`src/rtl/rd_interface_multi.sv`:
```
// rd_interface_multi: deserialises NLANES MSB-first serial lanes into packed
// 32-bit words and writes them into a selectable memory buffer.
// Ports:
//   SERIAL_CLK_IN / RST      sole clock, async active-high reset
//   SERIAL_DATA_IN           one serial bit per lane
//   ENABLE_XFR_IN            transfer window
//   WRT_BUF_NUM / RD_BUF_NUM buffer to fill / buffer owned by the reader
//   TRIG_IN / TRIG_OUT       trigger level in, one-cycle pulse out
//   AXI_CONTROL(_WRITTEN)    control word and its update strobe
//   DATA_ADDR / DATA_TO_MEM / ENABLE_MEM_WRT  memory write port
//   STATUS                   word count, buffer, busy and sticky flags
module rd_interface_multi #(
   parameter int NLANES     = 2,
   parameter int BITS       = 12,
   parameter int DEPTH_LOG2 = 10,
   parameter int NBUF_LOG2  = 2
) (
   input  logic                 SERIAL_CLK_IN,
   input  logic                 RST,
   input  logic [NLANES-1:0]    SERIAL_DATA_IN,
   input  logic                 ENABLE_XFR_IN,
   input  logic [NBUF_LOG2-1:0] WRT_BUF_NUM,
   input  logic [NBUF_LOG2-1:0] RD_BUF_NUM,
   input  logic                 TRIG_IN,
   input  logic [31:0]          AXI_CONTROL,
   input  logic                 AXI_CONTROL_WRITTEN,
   output logic [31:0]          DATA_ADDR,
   output logic [31:0]          DATA_TO_MEM,
   output logic                 ENABLE_MEM_WRT,
   output logic                 TRIG_OUT,
   output logic [31:0]          STATUS
);

   localparam int CW = (BITS > 2) ? $clog2(BITS) : 1;
   localparam logic [CW-1:0]         CNT_ONE = 1;
   localparam logic [CW-1:0]         CNT_LAST = CW'(BITS - 1);
   localparam logic [DEPTH_LOG2:0]   IDX_ONE = 1;

   typedef enum logic [1:0] {IDLE, SHIFT, FULL} state_t;

   state_t                       state_q, state_d;
   logic                         enable_q;
   logic                         test_q;
   logic [NBUF_LOG2-1:0]         buf_q;
   logic [CW-1:0]                bcnt_q;
   logic [DEPTH_LOG2:0]          widx_q;
   logic [NLANES-1:0][BITS-1:0]  sr_q;
   logic                         done_q;
   logic                         trig_q, trig_qq;
   logic                         trig_out_q;
   logic                         wr_q;
   logic [31:0]                  addr_q;
   logic [31:0]                  data_q;
   // [0]=overflow, [1]=collision, [2]=trigger
   logic [2:0]                   sticky_q;

   logic                         xfr_ok;
   logic                         start;
   logic                         shift_en;
   logic                         last_bit;
   logic                         do_wr;
   logic                         wr_last;
   logic                         col_set;
   logic                         ovf_set;
   logic                         trig_rise;
   logic                         sticky_clr;
   logic [31:0]                  data_w;
   logic [31:0]                  addr_w;
   logic [BITS-1:0]              pat;
   logic                         unused_ctrl;

   assign unused_ctrl = ^AXI_CONTROL[31:3];

   assign xfr_ok   = ENABLE_XFR_IN & enable_q;
   assign last_bit = (bcnt_q == CNT_LAST);

   // done_q marks a frame completed on the previous edge; the write is
   // decided one edge later, while the next frame is already shifting.
   // widx_q[DEPTH_LOG2] set means every buffer word has been written.
   assign ovf_set = done_q & widx_q[DEPTH_LOG2];
   assign col_set = done_q & ~widx_q[DEPTH_LOG2] &
                    (buf_q == RD_BUF_NUM);
   assign do_wr   = done_q & ~widx_q[DEPTH_LOG2] &
                    (buf_q != RD_BUF_NUM);
   assign wr_last = do_wr & (&widx_q[DEPTH_LOG2-1:0]);

   assign trig_rise  = trig_q & ~trig_qq;
   assign sticky_clr = AXI_CONTROL_WRITTEN & AXI_CONTROL[2];

   assign pat    = BITS'(widx_q);
   assign addr_w = 32'({buf_q, widx_q[DEPTH_LOG2-1:0], 2'b00});

   always_comb begin
      data_w = '0;
      for (int k = 0; k < NLANES; k++) begin
         data_w[k*BITS +: BITS] = test_q ? pat : sr_q[k];
      end
   end

   always_comb begin
      state_d  = state_q;
      start    = 1'b0;
      shift_en = 1'b0;
      unique case (state_q)
         IDLE: begin
            if (xfr_ok) begin
               state_d = SHIFT;
               start   = 1'b1;
            end
         end
         SHIFT, FULL: begin
            if (!xfr_ok) begin
               state_d = IDLE;
            end else begin
               shift_en = 1'b1;
               if (wr_last) state_d = FULL;
            end
         end
         default: state_d = IDLE;
      endcase
   end

   always_ff @(posedge SERIAL_CLK_IN or posedge RST) begin
      if (RST) begin
         state_q    <= IDLE;
         enable_q   <= 1'b0;
         test_q     <= 1'b0;
         buf_q      <= '0;
         bcnt_q     <= '0;
         widx_q     <= '0;
         sr_q       <= '0;
         done_q     <= 1'b0;
         trig_q     <= 1'b0;
         trig_qq    <= 1'b0;
         trig_out_q <= 1'b0;
         wr_q       <= 1'b0;
         addr_q     <= '0;
         data_q     <= '0;
         sticky_q   <= '0;
      end else begin
         state_q <= state_d;
         if (AXI_CONTROL_WRITTEN) begin
            enable_q <= AXI_CONTROL[0];
            test_q   <= AXI_CONTROL[1];
         end

         done_q <= shift_en & last_bit;
         if (start) begin
            buf_q  <= WRT_BUF_NUM;
            bcnt_q <= CNT_ONE;
            widx_q <= '0;
            for (int k = 0; k < NLANES; k++) begin
               sr_q[k] <= {{(BITS-1){1'b0}}, SERIAL_DATA_IN[k]};
            end
         end else if (shift_en) begin
            bcnt_q <= last_bit ? '0 : bcnt_q + CNT_ONE;
            for (int k = 0; k < NLANES; k++) begin
               sr_q[k] <= {sr_q[k][BITS-2:0], SERIAL_DATA_IN[k]};
            end
         end

         wr_q <= do_wr;
         if (do_wr) begin
            addr_q <= addr_w;
            data_q <= data_w;
            widx_q <= widx_q + IDX_ONE;
         end

         trig_q     <= TRIG_IN;
         trig_qq    <= trig_q;
         trig_out_q <= trig_rise;

         sticky_q <= (sticky_q & ~{3{sticky_clr}}) |
                     {trig_rise, col_set, ovf_set};
      end
   end

   assign DATA_ADDR      = addr_q;
   assign DATA_TO_MEM    = data_q;
   assign ENABLE_MEM_WRT = wr_q;
   assign TRIG_OUT       = trig_out_q;

   // Word index never exceeds 2^12, so it doubles as the saturating count.
   assign STATUS[15:0]  = 16'(widx_q);
   assign STATUS[19:16] = 4'(buf_q);
   assign STATUS[23:20] = 4'b0;
   assign STATUS[24]    = (state_q != IDLE);
   assign STATUS[27:25] = sticky_q;
   assign STATUS[31:28] = 4'b0;

endmodule

```
`config.mk`:
```
export PLATFORM = sky130hd
export DESIGN_NAME = rd_interface_multi
export DESIGN_NICKNAME = d
export VERILOG_FILES = /design/src/rtl/rd_interface_multi.sv
export SDC_FILE = /design/constraint.sdc
export NUM_CORES = 1
export LEC_CHECK = 0
export ABC_AREA = 1
export ABC_CLOCK_PERIOD_IN_PS = 2980
export CORE_MARGIN = 2
export CORE_UTILIZATION = 47
export CTS_BUF_LIST = sky130_fd_sc_hd__clkbuf_4
export CTS_CLUSTER_DIAMETER = 60
export DETAILED_ROUTE_END_ITERATION = 8
export PLACE_DENSITY = 0.87
export SYNTH_ARGS = -nofsm -noshare
export SYNTH_HDL_FRONTEND = slang
export SYNTH_SLANG_ARGS = --single-unit
export TNS_END_PERCENT = 30
```
`constraint.sdc`:
```
create_clock -name SERIAL_CLK_IN -period 2.98 [get_ports SERIAL_CLK_IN]
set_input_delay 0.298 -clock SERIAL_CLK_IN [delete_from_list [all_inputs] [get_ports SERIAL_CLK_IN]]
set_output_delay 0.298 -clock SERIAL_CLK_IN [all_outputs]
set_load 0.01 [all_outputs]
```
# Word-level counts from Yosys, hierarchy flattened
# Cells that the tools add are included.
op_classes:
  addsub: 2
  n_mul: 0
  n_div: 0
  magnitude_cmp: 0
  n_eq_ne: 7
  n_shift: 0
  mux: 16
  n_bitwise: 14
  reduce_logical: 7
op_table:
  columns: ["op", "n"]
  rows:
  - ["two-way mux 24 bit", 2]
  - ["two-way mux 12 bit", 2]
  - ["two-way mux 11 bit", 2]
  - ["two-way mux 4 bit", 3]
  - ["adder 11 x 1 -> 11 bit, second input constant", 1]
  - ["AND reduction 10 bit", 1]
  - ["AND 1 bit", 9]
  - ["two-way mux 2 bit", 3]
  - ["nonzero test 2 bit", 3]
  - ["adder 4 x 1 -> 4 bit, second input constant", 1]
  - ["== test 4 bit, second input constant", 1]
  - ["one-hot mux 2 bit (2 select lines)", 1]
  - ["AND 3 bit", 1]
  - ["two-way mux 1 bit", 3]
  - ["inequality test 3 bit, second input constant", 1]
  - ["inverter 3 bit", 1]
  - ["OR 3 bit", 1]
  - ["== test 2 x 1 -> 1 bit, second input constant", 1]
  - ["== test 2 bit", 1]
  - ["== test 2 bit, second input constant", 1]
  - ["zero test 2 bit", 1]
  - ["inequality test 2 bit", 1]
  - ["inequality test 2 bit, second input constant", 1]
  - ["inverter 1 bit", 2]
  - ["2 further kinds", 2]
word_totals:
  reg_bits: 89
  latchBits: 0
  ram_bits: 0
  rom_bits: 0
  input_bits: 43
  out_inout_bits: 98
  wordCells: 62
  memories: 0

# Depth between registers and ports, before layout
# Gate-level depths: netlist of run 1.
logic_depth:
  depth_word: 7
  depth_mapped: 10
  ltp_nobuf: 9

# Worst setup path after synthesis of run 1
# OpenSTA, ideal clock, no wires.
synth_path:
  path_type: "flip-flop to flip-flop"
  start: "reg widx_q[0]"
  end: "reg state_q[0]"
  setup_ps: 116
  arrival_ps: 1306
  required_time_ps: 2864
  setup_slack_ps: 1558
  stages_incl_launch_ff: 9
  synth_period_minus_slack_ps: 1422
  cell_sequence: "dfrtp_1 ha_1 nand3_2 nor2_4 nand2_2 o21bai_4 nand2_1 nand2_1 nand2_1"
synth_via:
  elab_chain_cells: 4
synth_lines:
  columns: ["item", "line_no", "source"]
  rows:
  - ["start, declared", "46", "logic [DEPTH_LOG2:0] widx_q;"]
  - ["start signal, assigned", "166", "widx_q <= widx_q + IDX_ONE;"]
  - ["AND reduction 10 bit", "85", "assign wr_last = do_wr & (&widx_q[DEPTH_LOG2-1:0]);"]
  - ["AND 1 bit", "85", null]
  - ["inequality test 3 bit (no line)", null, null]
  - ["AND reduction 2 bit (no line)", null, null]
  - ["end signal, assigned", "141", "state_q <= state_d;"]
  - ["end, declared", "41", "state_t state_q, state_d;"]
# No other way between the ends.
# A chain may end at the register's enable or synchronous reset.

# Worst setup path in the final report of run 1
layout_path:
  start: "reg state_q[1]"
  end: "out STATUS[24]"
layout_via:
  elab_chain_cells: 1
layout_lines:
  columns: ["item", "line_no", "source"]
  rows:
  - ["nonzero test 2 bit", "187", "assign STATUS[24] = (state_q != IDLE);"]
  - ["end, declared", "31", "output logic [31:0] STATUS"]
# No other way between the ends.

==> flow_summary_export.csv, run 1 <==
group,metric,value,unit
clock_tree,cts_tree,"built",
power_and_ir_drop,clkPwrFrac,30.3,%
critical_path,path_max_fanout,5,
routing,drt-pass1-iter-count,5,
logic_synthesis,yosysTopAreaCell,"dfrtp_1",
power_and_ir_drop,power,2.58,mW
sta,fmax,0.462,GHz
power_and_ir_drop,irDropWorstVdd,0.233,mV
critical_path,critPathMaxStageDelay,0.58,ns
critical_path,crit_family,"buffers and inverters",
logic_synthesis,yosys.area.top_type_share,54.5,%
routing,drtIter0Drc,222,
cells_and_area,fillerInstances,700,
cells_and_area,final-instance-count-excl-fill,622,
die,die-area,9460,sq um
sta,setup_violations,0,
cells_and_area,antenna-diode-count,0,
cells_and_area,areaGrowthSynthToFinish,18.2,%
power_and_ir_drop,p_switching,795,uW
clock_tree,root_buffer,"clkbuf_4",
flow_run,maxCapViolations,0,
routing,avgViaCountPerCell,5.04,
routing,vias,3136,
sta,finalHoldViolCount,0,
critical_path,critPathCaptureType,"output pin",
clock_tree,htree_levels,3,
critical_path,path_class,"flop to output pin",
cells_and_area,multi_input_area,1450,sq um
power_and_ir_drop,intPower,1.79,mW
cells_and_area,fin_nets,556,
sta,slew_violations,0,
logic_synthesis,netlist_area,4090,sq um
clock_tree,numClockSinks,89,
clock_tree,post_cts_buffers,0,
sta,rsz0062_at_grt,"false",
global_route,overflow,0,
logic_synthesis,ys_ff_latch,89,
die,num_io_pins,141,
sta,setup_ws,0.816,ns
sta,slew_headroom,47.5,%
cells_and_area,final_util,56.2,%
logic_synthesis,ys_warn_count,0,
logic_synthesis,yosys-top-cells-area,"dfrtp_1 54%, nand2_1 9.1%, buf_4 8.3%",
place,dp.cells,606,
status,status,"finished clean",
sta,fin_crit,2.16,ns
min_path,hp-class,"primary input to flop",
power_and_ir_drop,combPwrFrac,17.6,%
logic_synthesis,ys_types,30,
cells_and_area,mostFrequentLayoutCells,"99 x nand2_1, 89 x dfrtp_1, 68 x clkdlybuf4s50_1",
critical_path,cp_slowest_cell,"clkdlybuf4s50_1",
sta,fin_skew,0.0219,ns
clock_tree,cts_buffers,9,
routing,routedWlPerCell,13.6,um
power_and_ir_drop,swShare,30.8,%
routing,drcViolationCount,0,
critical_path,rrSetupSlack,1.01,ns
sta,tightest_slew,0.787,ns
clock_tree,postCtsHoldBufs,0,
routing,wl,8470,um
global_route,grt_pass1_vias,2882,
global_route,grt_max_degree,49,
cells_and_area,final_common_cell,"nand2_1",
global_route,grt_usage,18.0,%
critical_path,critical_path_arrival,1.87,ns
global_route,grt_pass1_wl,13800,um
place,io_buffers,68,
cells_and_area,drive_gt1_share,6.42,%
logic_synthesis,postSynthCellCount,447,
power_and_ir_drop,cellLeakagePower,2.20,nW
critical_path,cp.required,2.68,ns
place,place_ws,0.740,ns
power_and_ir_drop,p_seq_share,52.1,%
place,place_congestion,0.838,
cells_and_area,stdcell_area,4830,sq um
global_route,antenna_found_initial,0,
place,dpl.hpwl,6090,um
place,placed_area,4670,sq um
critical_path,critPathBufInv,3,
die,start_util,47.6,%
sta,layout_worst_path_cycle_share,72.6,%
clock_tree,cts.repair.resized,0,
clock_tree,cts_max_path_buffers,2,
critical_path,crit_path_frequent_cell,"inv_1",
logic_synthesis,synth-seq-area-share,54.5,%
critical_path,worstPathCellList,"inv_1 > ha_1 > inv_1 > clkdlybuf4s50_1",
die,core-area,8590,sq um
logic_synthesis,syn_area_per_cell,9.15,sq um
die,core.rowCount,34,
die,die_w,97.3,um
clock_tree,path_clk_slew,0.15,ns
die,die_y,97.3,um
routing,ant_nets,0,
power_and_ir_drop,cellPowerDensity,535,nW/um^2
critical_path,start_kind,"flop",
sta,tns,0,ns
clock_tree,insertion_delay,0.45,ns
sta,timing.hold.ws,0.264,ns
cells_and_area,regArea,2230,sq um
[cell usage after synthesis]
| master | count |
|---|---|
| xnor2_1 | 1 |
| buf_6 | 3 |
| nor2_2 | 1 |
| nand3_1 | 23 |
| nand2_2 | 3 |
| xor2_1 | 6 |
| dfrtp_1 | 89 |
| buf_2 | 8 |
| nor3_1 | 1 |
| a31oi_1 | 23 |
| buf_4 | 45 |
| nand2_1 | 99 |
| conb_1 | 1 |
| inv_1 | 33 |
| clkbuf_1 | 6 |
| o21bai_4 | 1 |
| nand3_2 | 1 |
| a21oi_1 | 3 |
| ha_1 | 4 |
| o31ai_1 | 3 |
| nor2_1 | 31 |
| a32o_1 | 1 |
| nand2_4 | 1 |
| nor2_4 | 1 |
| mux2_2 | 1 |
| inv_2 | 4 |
| nand4_1 | 1 |
| o21ai_1 | 3 |
| o21ai_0 | 37 |
| o22ai_1 | 13 |
[per-layer routing]
layer	global-route usage [%]	routed length, um	up-vias
met5	0	0	-
met4	6.73	207	0
met3	4.32	504	21
met2	30.3	4260	115
met1	22.8	3500	1504
li1	-	-	1496
[cell type report]
cell class	instances	area share (%)
Timing Repair Buffer	71	14.8
Clock inverter	7	2.07
Tap cell	108	2.80
Multi-Input combinational cell	301	30.0
Sequential cell	89	46.1
Clock buffer	9	1.40
Inverter	37	2.90
[power groups by stage]
stage	clock network, mW	registers [mW]	logic [mW]
floorplan	0	1.36	0.350
global placement	0	1.36	0.436
detailed placement	0	1.37	0.452
CTS	0.796	1.35	0.457
global route	0.846	1.36	0.517
finish	0.782	1.35	0.455
[final timing paths]
path,endpoint,cells after the start,startpoint
setup / recovery,STATUS[24],4,state_q[1]$_DFFE_PP0P_
hold / removal,trig_q$_DFF_PP0_,1,TRIG_IN
setup reg to reg,DATA_TO_MEM[9]$_DFFE_PP0P_,5,widx_q[10]$_DFFE_PP0P_
hold reg to reg,trig_qq$_DFF_PP0_,0,trig_q$_DFF_PP0_
max in group asynchronous,bcnt_q[0]$_DFFE_PP0P_,3,RST
min in group asynchronous,TRIG_OUT$_DFF_PP0_,2,RST
[state kept, by name, summed over array words and instances, names as in the netlist, 2 cells and up]
register / count
sr_q: 24
state_q: 2
DATA_TO_MEM: 24
DATA_ADDR: 12
bcnt_q: 4
widx_q: 11
sticky_q: 3
buf_q: 2
[cells by family (layout without fill, tap and decap cells)]
group,Yosys count,in the layout,share of synthesized area [%]
buffers and inverters,99,124,14.0
XOR/XNOR,7,7,1.50
flip-flops,89,89,54.5
adder cells (fa/ha/maj),4,4,1.22
multiplexers,1,1,0.275
other,1,43,0.0917
AO/OA/AOI/OAI,84,84,12.0
AND/OR/NAND/NOR,162,162,16.4
(Power assumes the default switching activity.)
==> run 2: changes to the inputs <==
ABC_CLOCK_PERIOD_IN_PS = 2070   (was 2980)
clock period = 2.07 ns   (was 2.98 ns; I/O delays follow)
==> run 2 against run 1 <==
  * Largest cell class unchanged
  * First-iteration DRC count is 14% higher
  * Die area stayed put
  * Worst hold slack worse by 0.15 ns
  * Highest routed layer unchanged
  * Sequential share of layout area down 0.97 points
  * Core utilization is 1.2 points higher
  * Wire length decreased by 1.8%
  * Via count is 0.70% higher
  * Combinational power up 49%
  * Setup slack got worse by 0.73 ns
  * Final cell count up 0.64%
  * Sequential cell count is the same
==> flow_summary_export.csv, run 2 (same netlist as run 1, synthesis figures left out) <==
group,metric,value,unit
clock_tree,numClockSinks,89,
min_path,hp-class,"primary input to asynchronous set/reset pin",
power_and_ir_drop,p_seq_share,48.8,%
sta,setup_ws,0.0845,ns
die,start_util,47.6,%
sta,rsz0062_at_grt,"false",
sta,fmax,0.504,GHz
power_and_ir_drop,clkPwrFrac,34.1,%
cells_and_area,final_common_cell,"nand2_1",
clock_tree,cts_max_path_buffers,2,
routing,drtIter0Drc,254,
global_route,overflow,0,
power_and_ir_drop,irDropWorstVdd,0.343,mV
routing,routedWlPerCell,13.3,um
critical_path,cp.required,1.86,ns
sta,tns,0,ns
clock_tree,htree_levels,3,
sta,layout_worst_path_cycle_share,95.9,%
power_and_ir_drop,intPower,2.83,mW
global_route,grt_max_degree,49,
global_route,grt_pass1_vias,2982,
critical_path,path_class,"flop to output pin",
die,num_io_pins,141,
die,die_y,97.3,um
routing,ant_nets,0,
sta,fin_skew,0.0212,ns
die,core.rowCount,34,
power_and_ir_drop,p_switching,1.14,mW
cells_and_area,drive_gt1_share,7.34,%
clock_tree,post_cts_buffers,0,
place,place_ws,0.295,ns
routing,vias,3158,
critical_path,critical_path_arrival,1.78,ns
status,status,"finished clean",
sta,finalHoldViolCount,0,
die,die_w,97.3,um
power_and_ir_drop,swShare,28.8,%
global_route,antenna_found_initial,0,
cells_and_area,antenna-diode-count,0,
clock_tree,insertion_delay,0.43,ns
critical_path,critPathCaptureType,"output pin",
clock_tree,cts_buffers,9,
sta,fin_crit,1.99,ns
sta,slew_violations,0,
power_and_ir_drop,cellLeakagePower,2.24,nW
sta,setup_violations,0,
die,core-area,8590,sq um
global_route,grt_usage,18.1,%
global_route,grt_pass1_wl,14000,um
routing,avgViaCountPerCell,5.04,
routing,drcViolationCount,0,
power_and_ir_drop,cellPowerDensity,805,nW/um^2
cells_and_area,final_util,57.5,%
place,io_buffers,68,
critical_path,path_max_fanout,5,
cells_and_area,areaGrowthSynthToFinish,20.7,%
power_and_ir_drop,combPwrFrac,17.1,%
place,place_congestion,0.853,
cells_and_area,fin_nets,560,
clock_tree,path_clk_slew,0.15,ns
place,dpl.hpwl,6160,um
die,die-area,9460,sq um
sta,tightest_slew,0.642,ns
routing,drt-pass1-iter-count,4,
critical_path,start_kind,"flop",
sta,slew_headroom,57.2,%
clock_tree,root_buffer,"clkbuf_4",
clock_tree,cts_tree,"built",
routing,wl,8320,um
flow_run,maxCapViolations,0,
cells_and_area,mostFrequentLayoutCells,"99 x nand2_1, 89 x dfrtp_1, 68 x clkdlybuf4s50_1",
==> run 2: cell count changes in the layout (fill, tap and decap cells not counted) <==
cell	before	now
buf_12	1	3
buf_4	2	4
bufinv_16	2	4
clkinv_2	2	0
clkinv_4	1	0
clkinvlp_4	0	1
inv_1	32	31
inv_2	4	5
==> run 2: through the flow <==
stage	cells	hold WS [ns]	power [mW]	instance area, sq um
2_1_floorplan	489	0.238	2.46	4250
6_report	626	0.110	3.97	4940
5_1_grt	626	0.136	4.16	4940
3_5_place_dp	610	0.373	2.64	4720
4_1_cts	626	0.113	3.99	4940
3_3_place_gp	610	0.363	2.60	4720
==> run 2: path summary, 6_finish.rpt <==
path,slack (ns),to,startpoint,cells past startpoint
min reg2reg,0.40,trig_qq$_DFF_PP0_,trig_q$_DFF_PP0_,0
min,0.11,DATA_ADDR[9]$_DFFE_PP0P_,RST,2
max,0.08,STATUS[24],state_q[0]$_DFFE_PP0P_,4
max in group asynchronous,1.39,sr_q[12]$_DFFE_PP0P_,RST,3
min in group SERIAL_CLK_IN,0.19,trig_q$_DFF_PP0_,TRIG_IN,1
max reg2reg,0.35,bcnt_q[2]$_DFFE_PP0P_,state_q[0]$_DFFE_PP0P_,7
==> run 2: layout make-up <==
cell class	count	area, sq um
Clock buffer	9	67.6
Clock inverter	7	146
Fill cell	686	3660
Inverter	37	143
Multi-Input combinational cell	301	1450
Sequential cell	89	2230
Tap cell	108	135
Timing Repair Buffer	75	771
==> run 2: worst max-delay path, cell delays in order (launching register included) <==
cell             delay (ns)
dfrtp_1                0.39
inv_1                  0.06
ha_1                   0.24
inv_2                  0.12
clkdlybuf4s50_1        0.55
==> run 2: power groups by stage <==
stage	registers [mW]	logic (mW)	clock network, mW
2_1_floorplan	1.96	0.505	0
3_3_place_gp	1.96	0.638	0
3_5_place_dp	1.97	0.674	0
4_1_cts	1.94	0.681	1.37
5_1_grt	1.96	0.764	1.44
6_report	1.94	0.679	1.35
==> run 2: layer usage <==
| metal | global-route usage, % | part of all wire, % | up-vias |
|---|---|---|---|
| li1 | - | - | 1513 |
| met1 | 23.3 | 42 | 1530 |
| met2 | 30.6 | 51 | 99 |
| met3 | 3.45 | 4.6 | 16 |
| met4 | 6.84 | 2.2 | 0 |
| met5 | 0 | 0 | - |
==> run 2: timing repair <==
item	4_1_cts	5_1_grt
hold buffers	0	0
gates resized for setup	1	0
endpoints found under the hold margin	0	0
endpoints found under the setup margin	1	0
==> run 3: changes to the inputs <==
ABC_CLOCK_PERIOD_IN_PS = 2400   (was 2070)
CORE_UTILIZATION = 50   (was 47)
PLACE_DENSITY = 0.91   (was 0.87)
SLEW_MARGIN = 10   (was unset)
clock period = 2.4 ns   (was 2.07 ns; I/O delays follow)
==> run 3 against run 2 <==
  * Die area fell by 5.8%
  * Sequential power decreased by 14%
  * Core utilization rose by 4.8 points
  * Clock-buffer cell count did not move
  * Via count grew 2.5%
  * Total power decreased by 20%
  * Largest power group unchanged
  * Setup slack better by 0.23 ns
  * Sequential cell count is the same
  * Global-route usage increased by 2.3 points
==> flow_summary_export.csv, run 3 (same netlist as run 1, synthesis figures left out) <==
group,metric,value,unit
status,status,"finished clean",
die,core.rowCount,32,
routing,met3WireLength,604,um
routing,highest_layer,"met4",
global_route,grt_max_degree,49,
sta,setup_violations,0,
die,num_io_pins,141,
sta,finalHoldViolCount,0,
critical_path,critPathMaxStageDelay,0.58,ns
sta,setup_ws,0.314,ns
critical_path,critPathBufInv,3,
die,die_y,94.4,um
power_and_ir_drop,power,3.19,mW
global_route,grt_usage,20.4,%
min_path,hp-class,"primary input to asynchronous set/reset pin",
clock_tree,path_clk_slew,0.15,ns
global_route,grt_pass1_wl,14300,um
clock_tree,root_buffer,"clkbuf_4",
routing,route.met2.wl,4420,um
cells_and_area,drive_gt1_share,6.77,%
cells_and_area,areaGrowthSynthToFinish,18.8,%
critical_path,critical_path_arrival,1.85,ns
place,dp.cells,603,
clock_tree,post_cts_buffers,0,
critical_path,path_max_fanout,5,
cells_and_area,fin_nets,559,
sta,fmax,0.479,GHz
sta,slew_headroom,54.1,%
critical_path,path_class,"flop to output pin",
critical_path,cp_slowest_cell,"clkdlybuf4s50_1",
sta,fin_crit,2.09,ns
clock_tree,postCtsHoldBufs,0,
cells_and_area,final-instance-count-excl-fill,619,
die,core-area,7810,sq um
critical_path,cp.required,2.16,ns
sta,rsz0062_at_grt,"false",
routing,drcViolationCount,0,
clock_tree,cts_tree,"built",
global_route,antenna_found_initial,0,
cells_and_area,stdcell_area,4860,sq um
sta,slew_violations,0,
place,io_buffers,68,
power_and_ir_drop,cellLeakagePower,2.20,nW
global_route,overflow,0,
routing,wl,8840,um
routing,routedWlPerCell,14.3,um
die,die_w,94.4,um
critical_path,crit_family,"buffers and inverters",
power_and_ir_drop,irDropWorstVdd,0.318,mV
cells_and_area,mostFrequentLayoutCells,"99 x nand2_1, 89 x dfrtp_1, 68 x clkdlybuf4s50_1",
sta,fin_skew,0.0207,ns
routing,vias,3237,
place,place_ws,0.546,ns
cells_and_area,final_common_cell,"nand2_1",
critical_path,critPathCaptureType,"output pin",
routing,ant_nets,0,
routing,drt-pass1-iter-count,7,
sta,layout_worst_path_cycle_share,86.9,%
flow_run,maxCapViolations,0,
global_route,grt_pass1_vias,3012,
sta,tns,0,ns
sta,timing.hold.ws,0.163,ns
routing,avgViaCountPerCell,5.23,
place,dpl.hpwl,6560,um
cells_and_area,final_util,62.2,%
die,die-area,8920,sq um
die,start_util,52.4,%
clock_tree,numClockSinks,89,
sta,tightest_slew,0.688,ns
routing,drtIter0Drc,250,
cells_and_area,antenna-diode-count,0,
clock_tree,cts_buffers,9,
critical_path,crit_path_frequent_cell,"inv_1",
place,placed_area,4700,sq um
place,place_congestion,0.870,
routing,wl_met1,3570,um
clock_tree,cts_max_path_buffers,2,
clock_tree,cts.repair.resized,0,
clock_tree,htree_levels,3,
critical_path,start_kind,"flop",
power_and_ir_drop,cellPowerDensity,656,nW/um^2
clock_tree,insertion_delay,0.43,ns
critical_path,worstPathCellList,"inv_1 > ha_1 > inv_1 > clkdlybuf4s50_1",
run 3: cell count changes in the layout (fill, tap and decap cells not counted):
| cell | previous run | this run |
|---|---|---|
| clkinv_4 | 0 | 1 |
| buf_12 | 3 | 2 |
| inv_2 | 5 | 4 |
| clkinvlp_4 | 1 | 2 |
| bufinv_16 | 4 | 2 |
| inv_6 | 3 | 1 |
| inv_1 | 31 | 32 |
| clkinv_1 | 0 | 1 |
| clkinv_2 | 0 | 1 |
run 3: per-layer routing:
metal | vias to the layer above | GRT usage [%]
met5 | - | 0
met4 | 0 | 8.45
met3 | 22 | 4.23
met2 | 157 | 34.8
met1 | 1548 | 25.4
li1 | 1510 | -
run 3: final timing paths:
| path | from | endpoint | slack, ns | cells after the start |
|---|---|---|---|---|
| max | state_q[0]$_DFFE_PP0P_ | STATUS[24] | 0.31 | 4 |
| min | RST | DATA_ADDR[12]$_DFFE_PP0P_ | 0.16 | 2 |
| max reg2reg | state_q[0]$_DFFE_PP0P_ | bcnt_q[2]$_DFFE_PP0P_ | 0.72 | 6 |
| min reg2reg | trig_q$_DFF_PP0_ | trig_qq$_DFF_PP0_ | 0.40 | 0 |
| max in group asynchronous | RST | DATA_TO_MEM[21]$_DFFE_PP0P_ | 1.61 | 3 |
| min in group SERIAL_CLK_IN | TRIG_IN | trig_q$_DFF_PP0_ | 0.23 | 1 |
run 3: layout make-up:
class / count / area, sq um
clock buffer: 9 / 67.6
clock inverter: 7 / 93.8
fill: 643 / 2950
inverter: 37 / 143
multi-input combinational: 301 / 1450
sequential: 89 / 2230
tap: 102 / 128
timing repair buffer: 74 / 751
run 3: report_power, final:
group          internal [mW]  switching (mW)
logic                  0.194           0.378
registers               1.59          0.0786
clock network          0.423           0.518
total                   2.21           0.974
